===== config.mk =====
export PLATFORM = sky130hd
export DESIGN_NAME = idct_transpose4_flat
export DESIGN_NICKNAME = d
export VERILOG_FILES = /design/src/rtl/idct_transpose4_if.sv /design/src/rtl/idct_transpose4.sv /design/src/flat_wrapper.sv
export SDC_FILE = /design/constraint.sdc
export NUM_CORES = 2
export LEC_CHECK = 0
export CELL_PAD_IN_SITES_DETAIL_PLACEMENT = 0
export CELL_PAD_IN_SITES_GLOBAL_PLACEMENT = 1
export CORE_AREA = 2 2 298 300
export DETAILED_ROUTE_END_ITERATION = 8
export DIE_AREA = 0 0 300 302
export PLACE_DENSITY_LB_ADDON = 0.1
export SLEW_MARGIN = 20
export SYNTH_ARGS = -nofsm -noshare
export SYNTH_HDL_FRONTEND = slang
export SYNTH_SLANG_ARGS = --single-unit

===== constraint.sdc =====
create_clock -name clk -period 43.3 [get_ports clk]
set_input_delay 8.66 -clock clk [delete_from_list [all_inputs] [get_ports clk]]
set_output_delay 8.66 -clock clk [all_outputs]
set_load 0.02 [all_outputs]

===== src/rtl/idct_transpose4_if.sv =====
// rtl/idct_transpose4_if.sv - stream handshake bundle for the 4x4 IDCT transpose buffer
interface idct_transpose4_if;
  logic              in_valid;
  logic              in_ready;
  logic signed [24:0] in_data;
  logic              out_valid;
  logic              out_ready;
  logic signed [24:0] out_1;
  logic signed [24:0] out_2;
  logic signed [24:0] out_3;
  logic signed [24:0] out_4;
  logic [1:0]        out_col;

  modport slave (
    input  in_valid, in_data, out_ready,
    output in_ready, out_valid, out_1, out_2, out_3, out_4, out_col
  );

  modport master (
    output in_valid, in_data, out_ready,
    input  in_ready, out_valid, out_1, out_2, out_3, out_4, out_col
  );
endinterface


===== src/rtl/idct_transpose4.sv =====
// rtl/idct_transpose4.sv - ping-pong 4x4 transpose buffer between IDCT passes
// Rows arrive serially, columns leave four lanes wide; two banks overlap fill and drain.
module idct_transpose4 #(
  parameter bit CLIP = 1'b1
) (
  input  logic clk,
  input  logic reset,
  idct_transpose4_if.slave io_bus
);

  logic signed [24:0] r_mem [2][4][4];
  logic [1:0]         r_full;
  logic               r_wr_bank;
  logic [3:0]         r_wr_idx;
  logic               r_rd_bank;
  logic [1:0]         r_rd_col;

  logic               w_wr_fire;
  logic               w_rd_fire;
  logic signed [24:0] w_clip;

  assign io_bus.in_ready  = !r_full[r_wr_bank];
  assign io_bus.out_valid = r_full[r_rd_bank];
  assign io_bus.out_col   = r_rd_col;
  assign io_bus.out_1     = r_mem[r_rd_bank][0][r_rd_col];
  assign io_bus.out_2     = r_mem[r_rd_bank][1][r_rd_col];
  assign io_bus.out_3     = r_mem[r_rd_bank][2][r_rd_col];
  assign io_bus.out_4     = r_mem[r_rd_bank][3][r_rd_col];

  assign w_wr_fire = io_bus.in_valid && !r_full[r_wr_bank];
  assign w_rd_fire = r_full[r_rd_bank] && io_bus.out_ready;

  // Saturate to the 16-bit intermediate range, kept sign-extended at 25 bits.
  always_comb begin
    w_clip = io_bus.in_data;
    if (CLIP) begin
      if (io_bus.in_data > 25'sd32767) begin
        w_clip = 25'sd32767;
      end else if (io_bus.in_data < -25'sd32768) begin
        w_clip = -25'sd32768;
      end
    end
  end

  // Write and read always hit different banks, so both full-flag updates may land together.
  always_ff @(posedge clk or posedge reset) begin
    if (reset) begin
      r_full    <= 2'b00;
      r_wr_bank <= 1'b0;
      r_wr_idx  <= 4'd0;
      r_rd_bank <= 1'b0;
      r_rd_col  <= 2'd0;
      for (int b = 0; b < 2; b++) begin
        for (int r = 0; r < 4; r++) begin
          for (int c = 0; c < 4; c++) begin
            r_mem[b][r][c] <= 25'sd0;
          end
        end
      end
    end else begin
      if (w_wr_fire) begin
        r_mem[r_wr_bank][r_wr_idx[3:2]][r_wr_idx[1:0]] <= w_clip;
        r_wr_idx <= r_wr_idx + 4'd1;
        if (r_wr_idx == 4'd15) begin
          r_full[r_wr_bank] <= 1'b1;
          r_wr_bank         <= !r_wr_bank;
        end
      end
      if (w_rd_fire) begin
        r_rd_col <= r_rd_col + 2'd1;
        if (r_rd_col == 2'd3) begin
          r_full[r_rd_bank] <= 1'b0;
          r_rd_bank         <= !r_rd_bank;
        end
      end
    end
  end

endmodule

===== src/flat_wrapper.sv =====
// flat-port wrapper written by rule: the top's interface ports become plain ports
module idct_transpose4_flat 
#(
  parameter bit CLIP = 1'b1
)
  (clk, reset, io_bus_in_valid, io_bus_in_data, io_bus_out_ready, io_bus_in_ready, io_bus_out_valid, io_bus_out_1, io_bus_out_2, io_bus_out_3, io_bus_out_4, io_bus_out_col);
  idct_transpose4_if io_bus_i ();
  input  logic clk;
  input  logic reset;
  input wire logic [$bits(io_bus_i.in_valid)-1:0] io_bus_in_valid;
  input wire logic [$bits(io_bus_i.in_data)-1:0] io_bus_in_data;
  input wire logic [$bits(io_bus_i.out_ready)-1:0] io_bus_out_ready;
  output wire logic [$bits(io_bus_i.in_ready)-1:0] io_bus_in_ready;
  output wire logic [$bits(io_bus_i.out_valid)-1:0] io_bus_out_valid;
  output wire logic [$bits(io_bus_i.out_1)-1:0] io_bus_out_1;
  output wire logic [$bits(io_bus_i.out_2)-1:0] io_bus_out_2;
  output wire logic [$bits(io_bus_i.out_3)-1:0] io_bus_out_3;
  output wire logic [$bits(io_bus_i.out_4)-1:0] io_bus_out_4;
  output wire logic [$bits(io_bus_i.out_col)-1:0] io_bus_out_col;
  assign io_bus_i.in_valid = io_bus_in_valid;
  assign io_bus_i.in_data = io_bus_in_data;
  assign io_bus_i.out_ready = io_bus_out_ready;
  assign io_bus_in_ready = io_bus_i.in_ready;
  assign io_bus_out_valid = io_bus_i.out_valid;
  assign io_bus_out_1 = io_bus_i.out_1;
  assign io_bus_out_2 = io_bus_i.out_2;
  assign io_bus_out_3 = io_bus_i.out_3;
  assign io_bus_out_4 = io_bus_i.out_4;
  assign io_bus_out_col = io_bus_i.out_col;
  idct_transpose4 #(.CLIP(CLIP)) u_core (.clk(clk), .reset(reset), .io_bus(io_bus_i));
endmodule

# [Yosys cells after proc, flatten, opt, wreduce, memory -nomap -nowiden]
# Index checks and enable logic that the tools add are counted.
[word_totals] input_bits=29 output_inout_bits=104 regBits=810 word_cells=111
[classes] magnitude_cmp=14 eq_ne=2 n_bitwise=8 muxes=36 reduce_logical=12 add_sub_neg=2
[ops] op="2-to-1 mux 400 bit" n=4
[ops] op="bitwise mux 800 bit" n=1
[ops] op="demux 400 bit (select 1 bit)" n=1
[ops] op="2-to-1 mux 25 bit" n=11
[ops] op="binary-select mux 25 bit (select 2 bit)" n=4
[ops] op="demux 100 bit (select 2 bit)" n=1
[ops] op="2-to-1 mux 100 bit" n=1
[ops] op="demux 25 bit (select 2 bit)" n=1
[ops] op="greater-than comparator 25 x 16 -> 1 bit, second input constant" n=1
[ops] op="less-than comparator 25 x 16 -> 1 bit, second input constant" n=1
[ops] op="greater-or-equal comparator 3 bit, second input constant" n=3
[ops] op="inverter 2 -> 3 bit" n=3
[ops] op="2-to-1 mux 2 bit" n=4
[ops] op="logical AND 1 bit" n=7
[ops] op="less-than comparator 3 x 1 -> 1 bit, second input constant" n=2
[ops] op="2-to-1 mux 1 bit" n=6
[ops] op="adder 4 x 1 -> 4 bit, second input constant" n=1
[ops] op="equality test 4 bit, second input constant" n=1
[ops] op="greater-or-equal comparator 2 bit, second input constant" n=2
[ops] op="less-than comparator 1 x 2 -> 1 bit, second input constant" n=2
[ops] op="inverter 1 -> 2 bit" n=2
[ops] op="AND reduction 2 bit" n=2
[ops] op="zero test 1 bit" n=3
[ops] op="adder 2 x 1 -> 2 bit, second input constant" n=1
[ops] op="other kinds (7)" n=9

# [Logic depth before layout (Yosys ltp)]
[logic_depth] depth_word=10 depth_mapped=8 mapped_depth_nobuf=6

# [Least setup slack after synthesis]
# Ideal clock, no wire load.
[synth_path] kind="register -> output" start="register u_core.r_rd_col[0], in the netlist u_core.io_bus.out_col[0]" end="output port io_bus_out_3[15]" path_buffers=4 required_time_ns=34.640 stages_incl_launch_ff=7 slack_ns=32.533 arrival_ns=2.107 cell_sequence="dfrtp_1 > clkbuf_1 > buf_2 > buf_2 > buf_1 > mux4_2 > mux2_2"
[synth_via] elab_chain_len=4
[synth_lines] item="start, declared" line="idct_transpose4.sv:16" text="logic [1:0] r_rd_col;"
[synth_lines] item="start signal, assigned" line="idct_transpose4.sv:70" text="r_rd_col <= r_rd_col + 2'd1;"
[synth_lines] item="inverter 2 -> 3 bit (not written as such)" line="idct_transpose4.sv:27" text="assign io_bus.out_3 = r_mem[r_rd_bank][2][r_rd_col];"
[synth_lines] item="binary-select mux 25 bit (select 2 bit)" line="idct_transpose4.sv:27"
[synth_lines] item="2-to-1 mux 25 bit (not written as such) (2 in a row)" line="idct_transpose4.sv:27"
[synth_lines] item="end, declared" line="flat_wrapper.sv:17" text="output wire logic [$bits(io_bus_i.out_3)-1:0] io_bus_out_3;"
# No other way between the ends. The select of a mux whose other input is x is not followed.

# [Final worst setup path]
[layout_path] start="register u_core.r_rd_bank" end="output port io_bus_out_3[14]"
[layout_via] elab_chain_len=7
[layout_lines] item="start, declared" line="idct_transpose4.sv:15" text="logic r_rd_bank;"
[layout_lines] item="start signal, assigned" line="idct_transpose4.sv:73" text="r_rd_bank <= !r_rd_bank;"
[layout_lines] item="inverter 1 -> 2 bit (not written as such)" line="idct_transpose4.sv:27"
[layout_lines] item="2-to-1 mux 400 bit"
[layout_lines] item="2-to-1 mux 400 bit (not written as such)" line="idct_transpose4.sv:27"
[layout_lines] item="2-to-1 mux 400 bit"
[layout_lines] item="binary-select mux 25 bit (select 2 bit)" line="idct_transpose4.sv:27"
[layout_lines] item="2-to-1 mux 25 bit (not written as such) (2 in a row)" line="idct_transpose4.sv:27"
# No other way between the ends. The select of a mux whose other input is x is not followed.

==> results.py <==
metrics = {
    "run_status": {
        "status": "complete, no violations",
    },
    "critical_path": {
        "r2r-end": "u_core.r_mem[574]$_DFFE_PP0P_",
        "worst_setup_path_end_kind": "output pin",
        "worstPathCellList": "buf_4 > buf_4 > mux4_2 > mux2_2 > clkdlybuf4s50_1",
        "ff2ff_setup_slack_ns": 39.18,
        "start_kind": "flip-flop",
        "worstPathMaxFanout": 53,
        "worst-path-buf-inv": 3,
        "critical_path.slowest_cell": "dfrtp_4",
        "reg2reg_from": "u_core.r_wr_idx[1]$_DFFE_PP0P_",
        "crit_required_ns": 34.64,
        "crit_path_max_incr_delay_ns": 1.02,
        "cp_data_arrival_time_ns": 4.92,
        "cp_top_family": "buffers and inverters",
        "r2r_cells": 7,
        "cpMostUsedCell": "buf_4",
        "path_class": "reg2out",
    },
    "sta": {
        "rsz0062_at_grt": "no",
        "tightestPinTransition_ns": 1.22,
        "clock.fmax_ghz": 0.0736,
        "fin_worst_skew_ns": 0.0115,
        "finalSetupViolCount": 0,
        "finalHoldViolations": 0,
        "max_slew_margin_pct": 18.7,
        "whs_ns": 0.500,
        "fin_crit_ns": 13.58,
        "maxSlewViolCount": 0,
        "min_period_over_period_pct": 31.4,
        "fin_setup_tns_ns": 0,
    },
    "synthesis": {
        "synth-edff-count": 0,
        "ys_types": 41,
        "syn_inst": 3293,
        "yosys.area.top_type": "dfrtp_1",
        "synth_common_cells": "810 x dfrtp_1, 706 x a31oi_1, 377 x o31ai_1, 309 x clkbuf_1, 225 x a21oi_1",
        "async_flop_share_pct": 100,
        "synth_seq_cells": 810,
        "syn_area_sq_um": 39100,
        "ys.flop_type": "dfrtp_1",
        "synthTopCellsByArea": "dfrtp_1 52%, mux4_2 12%, a31oi_1 11%",
        "yosys.cell_count.top_type": "dfrtp_1",
        "synth_seq_area_share_pct": 51.8,
        "avgSynthCellArea_sq_um": 11.9,
        "yosysTopAreaCellShare_pct": 51.8,
        "yosysWarnings": 0,
        "synth_nets": 3328,
    },
    "pwr": {
        "p_int_mw": 2.12,
        "pwr-share-clk_pct": 22.3,
        "pwr-share-seq_pct": 33.8,
        "swShare_pct": 39.3,
        "power_density_nw_per_um2": 79.6,
        "comb_power_share_pct": 43.9,
        "vdd_drop_max_v": 0.0000776,
        "p_switching_mw": 1.37,
        "p_leak_nw": 17.5,
    },
    "routing": {
        "drc_errors": 0,
        "vias": 31209,
        "avgRoutedWirePerCell_um": 30.5,
        "drt_first_pass_iters": 6,
        "drtIter0Drc": 3819,
        "drt_wl_total_mm": 133,
        "antenna_left": 0,
        "viasPerCell": 7.13,
    },
    "floorplan": {
        "initial_core_util_pct": 44.7,
        "die_area_sq_um": 90600,
        "die_h_um": 302,
        "ios": 133,
        "rows": 109,
        "die_width_um": 300,
        "core_area_sq_um": 87600,
    },
    "global_route": {
        "grt_max_degree": 229,
        "grt_usage_pct": 29.3,
        "grt_pass1_wl_mm": 204,
        "antenna_found_initial": 4,
        "overflow": 0,
        "grt_pass1_vias": 31451,
    },
    "final_layout": {
        "fin_nets": 3176,
        "drive_above_1_share_pct": 20.2,
        "syn2layout_area_growth_pct": 11.9,
        "finalCoreUtilization_pct": 50.0,
        "fill_cells": 7691,
        "ff_latch_area_sq_um": 20300,
        "multi_input_area_sq_um": 16800,
    },
    "clock_network": {
        "cts_setup_buffers": 0,
        "cts_tree": "done",
        "clkSinkCount": 810,
        "clkTransAtPathRegs_ns": 0.06,
        "cts-htree-levels": 3,
        "cts-root-buf": "clkbuf_16",
        "cts_max_path_buffers": 3,
        "ctsResizeCount": 0,
        "worstSkewPairLatency_ns": 0.63,
        "cts_buffers": 89,
        "hold_buffers": 0,
    },
    "placement": {
        "hpwlAfterDp_mm": 70.8,
        "io_buffers": 132,
        "globalplace.congestion": 0.791,
    },
    "hold_path": {
        "min_from": "u_core.r_mem[669]$_DFFE_PP0P_",
        "holdPathEnd": "u_core.r_mem[669]$_DFFE_PP0P_",
        "whs_path_depth": 2,
        "hp-class": "reg2reg",
    },
    "job": {
        "maxCapViolations": 0,
    },
}
per-layer routing:
layer | track usage (%) | share of wire, %
met1 | 41.7 | 42
met2 | 45.9 | 47
met4 | 9.23 | 2.6
met5 | 0 | 0.016
met3 | 5.13 | 8.5
logic make-up (layout without fill, tap and decap cells):
family                   after synthesis  in the layout  synth area share (%)
AO/OA/AOI/OAI                       1510           1510                  24.5
flip-flops                           810            810                  51.8
buffers and inverters                487            403                  5.64
multiplexers                         353            353                  15.9
AND/OR/NAND/NOR                      123            123                  1.89
adder cells (fa/ha/maj)                6              6                 0.192
XOR/XNOR                               4              4                0.0895
other                                  0              4                     0
cell type report:
| class | count | share of cell area (%) |
|---|---|---|
| Sequential cell | 810 | 46.3 |
| Clock inverter | 17 | 0.448 |
| Timing Repair Buffer | 232 | 4.98 |
| Tap cell | 1165 | 3.33 |
| Antenna cell | 4 | 0.0229 |
| Multi-Input combinational cell | 1996 | 38.4 |
| Clock buffer | 142 | 6.37 |
| Inverter | 12 | 0.120 |
state kept, by name, indices dropped and copies added (netlist names):
signal                 flops
u_core.r_full              2
u_core.r_wr_bank           1
u_core.r_wr_idx            4
u_core.r_mem             800
u_core.io_bus.out_col      2
u_core.r_rd_bank           1
power by group through the flow:
stage	Combinational (mW)	Sequential, mW	Clock [mW]
CTS	1.53	1.17	0.789
global route	1.64	1.20	0.821
finish	1.53	1.18	0.778
detailed placement	1.53	1.18	0
global placement	1.50	1.17	0
floorplan	1.06	1.10	0
worst max-delay path by stage:
stage          depth (start not counted)  slack [ns]                              endpoint                          from
2_1_floorplan                          1       11.89  u_core.io_bus.out_col[0]$_DFFE_PP0P_                         reset
3_3_place_gp                           6       30.26          u_core.r_mem[32]$_DFFE_PP0P_                         reset
3_5_place_dp                           6       30.11          u_core.r_mem[32]$_DFFE_PP0P_                         reset
4_1_cts                                5       29.69                      io_bus_out_3[14]  u_core.r_rd_bank$_DFFE_PP0P_
5_1_grt                                5       29.58                      io_bus_out_3[14]  u_core.r_rd_bank$_DFFE_PP0P_
6_report                               5       29.72                      io_bus_out_3[14]  u_core.r_rd_bank$_DFFE_PP0P_
metrics by stage:
stage,cells,power (mW),setup slack (ns),cell area (sq um)
after floorplan,3293,2.16,11.89,39100
after global placement,4212,2.67,30.26,40700
after detailed placement,4212,2.71,30.11,40700
after CTS,4371,3.49,29.69,43700
after global routing,4374,3.66,29.58,43800
final,4378,3.48,29.72,43800
layout by cell type, fill, tap and decap left out, types with 16 or more instances in the layout:
cell type / Yosys / layout
clkbuf_1: 309 / 21
mux2_2: 152 / 152
buf_4: 29 / 89
clkbuf_16: 0 / 93
nand2_1: 22 / 22
o31ai_1: 377 / 377
a21oi_1: 225 / 225
o41ai_1: 16 / 16
clkbuf_8: 0 / 28
nand2b_1: 18 / 16
nand3_1: 18 / 18
a41oi_1: 31 / 31
o21ai_0: 152 / 152
dfrtp_1: 810 / 807
clkdlybuf4s50_1: 0 / 132
mux4_2: 200 / 200
a31oi_1: 706 / 706
tightest hold or removal path: stages, from the launching register on:
cell and delay [ns]:
dfrtp_1 0.34, o31ai_1 0.07, o31ai_1 0.06
(Power assumes the default switching activity.)
